### src/rtl/fetch_decode_buffer_if.sv
// Handshake bundle between the fetch stage, the fetch/decode buffer and the decode stage.
// The master side represents fetch plus decode together; the buffer itself takes the slave side.
interface fetch_decode_buffer_if #(
  parameter int unsigned ADDR_WIDTH  = 64,
  parameter int unsigned INSTR_WIDTH = 32,
  parameter int unsigned DEPTH       = 2
);
  localparam int unsigned CNT_W = $clog2(DEPTH) + 1;

  logic                   i_flush;
  logic                   i_valid;
  logic                   o_ready;
  logic [INSTR_WIDTH-1:0] i_instr;
  logic [ADDR_WIDTH-1:0]  i_pc;
  logic [ADDR_WIDTH-1:0]  i_pc_plus4;
  logic                   o_valid;
  logic                   i_ready;
  logic [INSTR_WIDTH-1:0] o_instr;
  logic [ADDR_WIDTH-1:0]  o_pc;
  logic [ADDR_WIDTH-1:0]  o_pc_plus4;
  logic [6:0]             o_op;
  logic [CNT_W-1:0]       o_count;

  modport master (
    output i_flush, i_valid, i_instr, i_pc, i_pc_plus4, i_ready,
    input  o_ready, o_valid, o_instr, o_pc, o_pc_plus4, o_op, o_count
  );

  modport slave (
    input  i_flush, i_valid, i_instr, i_pc, i_pc_plus4, i_ready,
    output o_ready, o_valid, o_instr, o_pc, o_pc_plus4, o_op, o_count
  );
endinterface

### src/rtl/fetch_decode_buffer.sv
// Small FIFO of {instr, pc, pc+4} between fetch and decode; no fall-through, flush drops everything.
// An empty buffer presents a NOP bubble (addi x0,x0,0) so the decoder issues a harmless write to x0.
module fetch_decode_buffer #(
  parameter int unsigned ADDR_WIDTH  = 64,
  parameter int unsigned INSTR_WIDTH = 32,
  parameter int unsigned DEPTH       = 2
) (
  input logic                  i_clk,
  input logic                  i_arstn,
  fetch_decode_buffer_if.slave bus
);
  localparam int unsigned PTR_W = $clog2(DEPTH);
  localparam int unsigned CNT_W = $clog2(DEPTH) + 1;
  localparam logic [INSTR_WIDTH-1:0] NOP_INSTR = INSTR_WIDTH'(32'h0000_0013);

  logic [INSTR_WIDTH-1:0] instr_mem [DEPTH];
  logic [ADDR_WIDTH-1:0]  pc_mem    [DEPTH];
  logic [ADDR_WIDTH-1:0]  pc4_mem   [DEPTH];

  logic [PTR_W-1:0] wr_ptr;
  logic [PTR_W-1:0] rd_ptr;
  logic [CNT_W-1:0] count;

  logic not_full;
  logic not_empty;
  logic push;
  logic pop;

  logic [INSTR_WIDTH-1:0] head_instr;
  logic [ADDR_WIDTH-1:0]  head_pc;
  logic [ADDR_WIDTH-1:0]  head_pc4;

  assign not_full  = (count < CNT_W'(DEPTH));
  assign not_empty = (count != '0);
  assign push      = bus.i_valid & not_full;
  assign pop       = not_empty & bus.i_ready;

  // Occupancy and pointers; flush outranks any same-cycle push or pop.
  always_ff @(posedge i_clk or negedge i_arstn) begin
    if (!i_arstn) begin
      wr_ptr <= '0;
      rd_ptr <= '0;
      count  <= '0;
    end else if (bus.i_flush) begin
      wr_ptr <= '0;
      rd_ptr <= '0;
      count  <= '0;
    end else begin
      if (push) begin
        wr_ptr <= wr_ptr + PTR_W'(1);
      end
      if (pop) begin
        rd_ptr <= rd_ptr + PTR_W'(1);
      end
      if (push && !pop) begin
        count <= count + CNT_W'(1);
      end else if (pop && !push) begin
        count <= count - CNT_W'(1);
      end
    end
  end

  // Entry storage is deliberately left unreset; only occupancy decides what is visible.
  always_ff @(posedge i_clk) begin
    if (push && !bus.i_flush) begin
      instr_mem[wr_ptr] <= bus.i_instr;
      pc_mem[wr_ptr]    <= bus.i_pc;
      pc4_mem[wr_ptr]   <= bus.i_pc_plus4;
    end
  end

  // Head selection with bubble substitution when empty.
  always_comb begin
    head_instr = NOP_INSTR;
    head_pc    = '0;
    head_pc4   = '0;
    if (not_empty) begin
      head_instr = instr_mem[rd_ptr];
      head_pc    = pc_mem[rd_ptr];
      head_pc4   = pc4_mem[rd_ptr];
    end
  end

  assign bus.o_ready    = not_full;
  assign bus.o_valid    = not_empty;
  assign bus.o_instr    = head_instr;
  assign bus.o_pc       = head_pc;
  assign bus.o_pc_plus4 = head_pc4;
  assign bus.o_op       = head_instr[6:0];
  assign bus.o_count    = count;
endmodule

### src/flat_wrapper.sv
// flat-port wrapper written by rule: the top's interface ports become plain ports
module fetch_decode_buffer_flat 
#(
  parameter int unsigned ADDR_WIDTH  = 64,
  parameter int unsigned INSTR_WIDTH = 32,
  parameter int unsigned DEPTH       = 2
)
  (i_clk, i_arstn, bus_i_flush, bus_i_valid, bus_i_instr, bus_i_pc, bus_i_pc_plus4, bus_i_ready, bus_o_ready, bus_o_valid, bus_o_instr, bus_o_pc, bus_o_pc_plus4, bus_o_op, bus_o_count);
  fetch_decode_buffer_if #(.ADDR_WIDTH(ADDR_WIDTH), .INSTR_WIDTH(INSTR_WIDTH), .DEPTH(DEPTH)) bus_i ();
  input logic i_clk;
  input logic i_arstn;
  input wire logic [$bits(bus_i.i_flush)-1:0] bus_i_flush;
  input wire logic [$bits(bus_i.i_valid)-1:0] bus_i_valid;
  input wire logic [$bits(bus_i.i_instr)-1:0] bus_i_instr;
  input wire logic [$bits(bus_i.i_pc)-1:0] bus_i_pc;
  input wire logic [$bits(bus_i.i_pc_plus4)-1:0] bus_i_pc_plus4;
  input wire logic [$bits(bus_i.i_ready)-1:0] bus_i_ready;
  output wire logic [$bits(bus_i.o_ready)-1:0] bus_o_ready;
  output wire logic [$bits(bus_i.o_valid)-1:0] bus_o_valid;
  output wire logic [$bits(bus_i.o_instr)-1:0] bus_o_instr;
  output wire logic [$bits(bus_i.o_pc)-1:0] bus_o_pc;
  output wire logic [$bits(bus_i.o_pc_plus4)-1:0] bus_o_pc_plus4;
  output wire logic [$bits(bus_i.o_op)-1:0] bus_o_op;
  output wire logic [$bits(bus_i.o_count)-1:0] bus_o_count;
  assign bus_i.i_flush = bus_i_flush;
  assign bus_i.i_valid = bus_i_valid;
  assign bus_i.i_instr = bus_i_instr;
  assign bus_i.i_pc = bus_i_pc;
  assign bus_i.i_pc_plus4 = bus_i_pc_plus4;
  assign bus_i.i_ready = bus_i_ready;
  assign bus_o_ready = bus_i.o_ready;
  assign bus_o_valid = bus_i.o_valid;
  assign bus_o_instr = bus_i.o_instr;
  assign bus_o_pc = bus_i.o_pc;
  assign bus_o_pc_plus4 = bus_i.o_pc_plus4;
  assign bus_o_op = bus_i.o_op;
  assign bus_o_count = bus_i.o_count;
  fetch_decode_buffer #(.ADDR_WIDTH(ADDR_WIDTH), .INSTR_WIDTH(INSTR_WIDTH), .DEPTH(DEPTH)) u_core (.i_clk(i_clk), .i_arstn(i_arstn), .bus(bus_i));
endmodule
### config.mk
export PLATFORM = sky130hd
export DESIGN_NAME = fetch_decode_buffer_flat
export DESIGN_NICKNAME = d
export VERILOG_FILES = /design/src/rtl/fetch_decode_buffer_if.sv /design/src/rtl/fetch_decode_buffer.sv /design/src/flat_wrapper.sv
export SDC_FILE = /design/constraint.sdc
export NUM_CORES = 1
export LEC_CHECK = 0
export CAP_MARGIN = 10
export CORE_UTILIZATION = 41
export DETAILED_ROUTE_END_ITERATION = 16
export PLACE_DENSITY = 0.75
export REMOVE_ABC_BUFFERS = 1
export SYNTH_ARGS = -nofsm -noshare
export SYNTH_HDL_FRONTEND = slang
export SYNTH_SLANG_ARGS = --single-unit
### constraint.sdc
create_clock -name i_clk -period 13.29 [get_ports i_clk]
set_input_delay 1.9935 -clock i_clk [delete_from_list [all_inputs] [get_ports i_clk]]
set_output_delay 1.9935 -clock i_clk [all_outputs]
set_load 0.1 [all_outputs]
==> flow_metrics.py, run 1 <==
metrics = {
    "run": {
        "maxCapViolations": 0,
    },
    "place": {
        "place_congestion": 0.760,
        "dp_hpwl_um": 16800,
        "io_buffers": 335,
        "dpl_worst_slack_ns": 7.68,
    },
    "cts": {
        "root_buffer": "clkbuf_16",
        "clk_latency_ns": 0.50,
        "clk_pin_slew_ns": 0.06,
        "h-tree-depth": 2,
        "hold_buffers": 0,
        "clk_path_buf_depth": 3,
        "cts_setup_buffers": 0,
        "cts.sink_count": 324,
        "cts-buffers-inserted": 35,
        "cts_resized": 0,
        "cts_tree": "built",
    },
    "synth": {
        "netlist_area_sq_mm": 0.0124,
        "ys_seq_area_share_pct": 78.5,
        "syn_inst": 706,
        "ys_types": 22,
        "yosys_warnings": 0,
        "syn_area_per_cell_sq_um": 17.5,
        "ys_seq_elements": 324,
    },
    "detailed_routing": {
        "routed_wl_um": 26700,
        "antenna_left": 0,
        "vias": 7040,
        "drtPass1Iterations": 4,
        "drc": 0,
        "viasPerCell": 4.82,
        "drtIter0Drc": 433,
        "wire_per_inst_um": 18.2,
    },
    "sta": {
        "max_freq_mhz": 162,
        "period_share_pct": 46.4,
        "slew_violations": 0,
        "setup_viol": 0,
        "tightestPinTransition_ns": 1.08,
        "rsz0062_at_grt": "no",
        "fin_crit_ns": 6.16,
        "finClkSkew_ns": 0.00807,
        "slew-limit-headroom_pct": 28.1,
        "timing.final.ws_setup_ns": 7.13,
        "hold_viol_final": 0,
    },
    "floorplan": {
        "start_util_pct": 41.7,
        "dieArea_sq_mm": 0.0308,
        "core.rowCount": 63,
        "dieHeight_um": 176,
        "io_pins": 336,
        "die_w_um": 176,
        "design.core.area_sq_mm": 0.0296,
    },
    "worst_setup_path": {
        "cp.arrival_ns": 4.17,
        "crit_fanout": 60,
        "worstPathRequired_ns": 11.30,
        "crit_path_end_kind": "output pin",
        "cp-start-kind": "register",
        "crit_type": "reg2out",
    },
    "hold_path": {
        "min_path_type": "reg2reg",
    },
    "power": {
        "power_leakage_nw": 5.58,
        "peakVddDrop_uv": 113,
        "powerDensity_mw_per_mm2": 158,
        "p_sw_w": 0.000838,
        "p_clk_share_pct": 33.4,
        "seqPwrFrac_pct": 44.0,
        "p_int_w": 0.00186,
        "switching_share_pct": 31.0,
        "combPwrFrac_pct": 22.6,
    },
    "grt": {
        "grt_max_degree": 145,
        "track_usage_pct": 16.6,
        "antenna_found_initial": 1,
        "overflow": 0,
        "grt_pass1_wl_um": 39500,
        "grt_pass1_vias": 7204,
    },
    "cells_and_area": {
        "final_common_cell": "clkdlybuf4s50_1",
        "antenna_cells": 0,
        "mostFrequentLayoutCells": "335 x clkdlybuf4s50_1, 320 x edfxtp_1, 161 x mux2i_1",
        "drive_above_1_share_pct": 5.69,
        "fin_util_pct": 57.5,
        "nets": 1211,
        "syn2layout_area_growth_pct": 37.9,
    },
    "status": {
        "outcome": "finished, final reports clean",
    },
}
kinds of logic after synthesis:
group	after synthesis	share of synthesized area [%]
DFF	324	78.5
and+or+nand+nor	170	5.30
muxes	161	13.0
buffers and inverters	44	2.75
AOI/OAI and AO/OA	5	0.223
xor gates and xnor gates	2	0.142
cell usage after synthesis, drive strengths merged:
cell type / n / area [sq um]
edfxtp: 320 / 9610
mux2i: 161 / 1610
nor2: 160 / 603
buf: 41 / 329
dfrtp: 4 / 100
nand2: 4 / 15.0
a21oi: 2 / 10.0
inv: 2 / 7.50
nand2b: 2 / 12.5
nor2b: 2 / 12.5
o21ai: 2 / 10.0
xor2: 2 / 17.5
a21o: 1 / 7.51
clkbuf: 1 / 3.75
nor3: 1 / 5.00
nor3b: 1 / 7.51
state kept, by name, indices dropped and copies added, names as in the netlist:
signal / cells
u_core.rd_ptr: 1
u_core.bus.o_count: 2
u_core.instr_mem: 64
u_core.pc4_mem: 128
u_core.pc_mem: 128
u_core.wr_ptr: 1
stage by stage:
| step | total power (W) | cell area, sq um | std cells | hold WS, ns | setup TNS [ns] |
|---|---|---|---|---|---|
| after floorplan | 0.00168 | 12000 | 664 | 0.519 | -319.50 |
| after global placement | 0.00182 | 16000 | 1399 | 0.555 | 0 |
| after detailed placement | 0.00182 | 16000 | 1399 | 0.578 | 0 |
| after CTS | 0.00273 | 17100 | 1462 | 0.595 | 0 |
| after global routing | 0.00278 | 17100 | 1462 | 0.618 | 0 |
| final | 0.00270 | 17100 | 1462 | 0.586 | 0 |
path summary, 6_finish.rpt:
path                                                   start                                 to  slack (ns)  cells past startpoint
max reg2reg                u_core.bus.o_count[1]$_DFFE_PN0P_   u_core.instr_mem[1][1]$_DFFE_PP_       10.75                      4
max                                u_core.rd_ptr$_DFFE_PN0P_                  bus_o_pc_plus4[1]        7.13                      4
min                                u_core.wr_ptr$_DFFE_PN0P_          u_core.wr_ptr$_DFFE_PN0P_        0.59                      2
min in group asynchronous                            i_arstn  u_core.bus.o_count[1]$_DFFE_PN0P_        1.70                      1
min reg2reg                        u_core.wr_ptr$_DFFE_PN0P_          u_core.wr_ptr$_DFFE_PN0P_        0.59                      2
max in group asynchronous                            i_arstn          u_core.rd_ptr$_DFFE_PN0P_       11.39                      1
per-layer routing:
layer  track usage, %  vias to the layer above  wire, um
met3             4.85                       49      2140
met2             28.8                      282     13500
li1                 -                     3294         -
met4             5.80                        2       649
met1             19.6                     3413     10400
met5                0                        -        13
critical path, stage by stage, from the launching register on:
cell	delay, ns
dfrtp_4	1.01
buf_4	0.90
mux2i_1	0.20
nor2_1	0.20
clkdlybuf4s50_1	1.18
power by group through the flow:
stage	Combinational (W)	Clock (W)	Sequential, W
2_1_floorplan	0.000445	0	0.00124
3_3_place_gp	0.000608	0	0.00121
3_5_place_dp	0.000612	0	0.00121
4_1_cts	0.000614	0.000924	0.00119
5_1_grt	0.000630	0.000961	0.00119
6_report	0.000609	0.000902	0.00119
cell type report:
type	instances	area, sq um
Sequential cell	324	9710
Inverter	2	7.51
Fill cell	2282	12600
Timing Repair Buffer	345	3440
Clock buffer	44	962
Clock inverter	19	111
Multi-Input combinational cell	338	2330
Tap cell	390	488
No activity file was read; power rests on OpenSTA's default activity.
==> run 2, diff against run 1 <==
--- a/config.mk
+++ b/config.mk
@@ -8,7 +8,7 @@
 export CAP_MARGIN = 10
 export CORE_UTILIZATION = 41
 export DETAILED_ROUTE_END_ITERATION = 16
-export PLACE_DENSITY = 0.75
+export PLACE_DENSITY = 0.73
 export REMOVE_ABC_BUFFERS = 1
 export SYNTH_ARGS = -nofsm -noshare
 export SYNTH_HDL_FRONTEND = slang
==> constraint.sdc (replaced) <==
create_clock -name i_clk -period 6.3 [get_ports i_clk]
set_input_delay 0.945 -clock i_clk [delete_from_list [all_inputs] [get_ports i_clk]]
set_output_delay 0.945 -clock i_clk [all_outputs]
set_load 0.1 [all_outputs]
==> flow_metrics.py, run 2 (same netlist as run 1, synthesis figures left out) <==
metrics = {
    "worst_setup_path": {
        "reg2reg_from": "u_core.bus.o_count[1]$_DFFE_PN0P_",
        "worstPathRequired_ns": 5.35,
        "worstPathCellList": "buf_12, mux2i_1, nor2_1, clkdlybuf4s50_1",
        "rr_worst_depth": 4,
        "cp_num_cells": 4,
        "crit_family": "buffers and inverters",
        "crit_path_end_kind": "output pin",
        "r2r_end": "u_core.instr_mem[1][5]$_DFFE_PP_",
        "slowest_delay_ns": 1.17,
        "cp-start-kind": "register",
        "cp.arrival_ns": 3.44,
        "path_buf_inv": 2,
        "rrSetupSlack_ns": 3.66,
        "crit_slowest_cell": "clkdlybuf4s50_1",
        "crit_fanout": 73,
        "crit_type": "reg2out",
    },
    "floorplan": {
        "dieHeight_um": 176,
        "core.rowCount": 63,
        "dieArea_sq_mm": 0.0308,
        "io_pins": 336,
        "die_w_um": 176,
        "design.core.area_sq_mm": 0.0296,
        "start_util_pct": 41.7,
    },
    "grt": {
        "track_usage_pct": 16.6,
        "grt_max_degree": 94,
        "grt_pass1_wl_um": 39400,
        "antenna_found_initial": 2,
        "overflow": 0,
        "grt_pass1_vias": 7256,
    },
    "cts": {
        "clk_latency_ns": 0.50,
        "cts_tree": "built",
        "clk_pin_slew_ns": 0.06,
        "cts-buffers-inserted": 34,
        "hold_buffers": 0,
        "clk_path_buf_depth": 3,
        "h-tree-depth": 2,
        "root_buffer": "clkbuf_16",
        "cts_setup_buffers": 0,
        "cts.sink_count": 324,
        "cts_resized": 0,
    },
    "detailed_routing": {
        "routed_wl_um": 26300,
        "drtIter0Drc": 358,
        "antenna_left": 0,
        "wire_per_inst_um": 18.0,
        "viasPerCell": 4.80,
        "drc": 0,
        "vias": 7015,
        "drtPass1Iterations": 4,
    },
    "cells_and_area": {
        "reg_top3": "u_core.pc4_mem x128, u_core.pc_mem x128, u_core.instr_mem x64",
        "syn2layout_area_growth_pct": 37.9,
        "drive_above_1_share_pct": 5.61,
        "layoutNonFillerInstCount": 1461,
        "final_common_cell": "clkdlybuf4s50_1",
        "nets": 1210,
        "mostFrequentLayoutCells": "335 x clkdlybuf4s50_1, 320 x edfxtp_1, 161 x mux2i_1",
    },
    "hold_path": {
        "min_path_type": "reg2reg",
        "hold-path-endpoint": "u_core.wr_ptr$_DFFE_PN0P_",
        "hp-start": "u_core.wr_ptr$_DFFE_PN0P_",
        "hold_depth": 2,
    },
    "sta": {
        "tightestPinTransition_ns": 1.07,
        "max_freq_mhz": 228,
        "rsz0062_at_grt": "no",
        "timing.final.ws_setup_ns": 1.92,
        "finClkSkew_ns": 0.00861,
        "slew-limit-headroom_pct": 28.4,
        "period_share_pct": 69.6,
        "setup_viol": 0,
        "slew_violations": 0,
        "fin_crit_ns": 4.38,
        "hold_viol_final": 0,
    },
    "power": {
        "p_clk_share_pct": 32.6,
        "p_int_w": 0.00388,
        "combPwrFrac_pct": 23.0,
        "switching_share_pct": 31.1,
        "powerDensity_mw_per_mm2": 330,
        "seqPwrFrac_pct": 44.5,
        "power_leakage_nw": 5.58,
        "p_sw_w": 0.00175,
        "peakVddDrop_uv": 260,
    },
    "place": {
        "dpl_worst_slack_ns": 2.46,
        "place_congestion": 0.727,
        "io_buffers": 335,
        "dp.cells": 1399,
        "dp_hpwl_um": 17000,
    },
    "run": {
        "maxCapViolations": 0,
    },
    "status": {
        "outcome": "finished, final reports clean",
    },
}
[run 2: stage by stage]
| stage | hold WS [ns] | utilization, % | total power (W) | setup TNS [ns] | cell area [sq um] |
|---|---|---|---|---|---|
| after floorplan | 0.519 | - | 0.00355 | -2476.18 | 12000 |
| after global placement | 0.554 | 54.0 | 0.00384 | 0 | 16000 |
| after detailed placement | 0.580 | 54.0 | 0.00385 | 0 | 16000 |
| after CTS | 0.598 | 57.5 | 0.00569 | 0 | 17100 |
| after global routing | 0.636 | 57.5 | 0.00581 | 0 | 17100 |
| final | 0.592 | 57.5 | 0.00563 | 0 | 17100 |
[run 2: area by class of cell]
| type | instances | area [sq um] |
|---|---|---|
| multi-input cells | 338 | 2330 |
| diodes | 1 | 2.50 |
| fillers | 2307 | 12600 |
| inverters | 2 | 7.51 |
| flip-flops and latches | 324 | 9710 |
| repair buffers | 345 | 3480 |
| well taps | 390 | 488 |
| clock inverters | 19 | 91.3 |
| clock buffers | 42 | 945 |
[run 2: tightest hold or removal path: cells and delay by family (launching register included)]
family	cells	cell delay, ns
XOR/XNOR	1	0.09
flip-flops	1	0.39
AND/OR/NAND/NOR	1	0.07
[run 2: power by group through the flow]
stage	logic [W]	registers, W	clock network, W
4_1_cts	0.00130	0.00250	0.00188
3_3_place_gp	0.00129	0.00255	0
2_1_floorplan	0.000938	0.00261	0
3_5_place_dp	0.00130	0.00255	0
6_report	0.00129	0.00250	0.00183
5_1_grt	0.00134	0.00251	0.00196
[run 2: worst max path at each step]
stage	start	to	slack, ns
2_1_floorplan	u_core.bus.o_count[1]$_DFFE_PN0P_	u_core.instr_mem[1][0]$_DFFE_PP_	-7.44
3_3_place_gp	u_core.rd_ptr$_DFFE_PN0P_	bus_o_pc[59]	2.48
3_5_place_dp	u_core.rd_ptr$_DFFE_PN0P_	bus_o_pc[58]	2.46
4_1_cts	u_core.rd_ptr$_DFFE_PN0P_	bus_o_pc[28]	1.91
5_1_grt	u_core.bus.o_count[1]$_DFFE_PN0P_	bus_o_pc_plus4[21]	1.79
6_report	u_core.rd_ptr$_DFFE_PN0P_	bus_o_pc_plus4[62]	1.92
[run 2: layer usage]
metal / track usage (%) / wire [um] / vias to the layer above / share of wire (%)
met5: 0 / 11 / - / 0.042
met4: 6.12 / 748 / 2 / 2.8
met3: 5.35 / 2150 / 56 / 8.2
met2: 28.6 / 13300 / 268 / 51
met1: 19.2 / 10100 / 3393 / 38
li1: - / - / 3296 / -
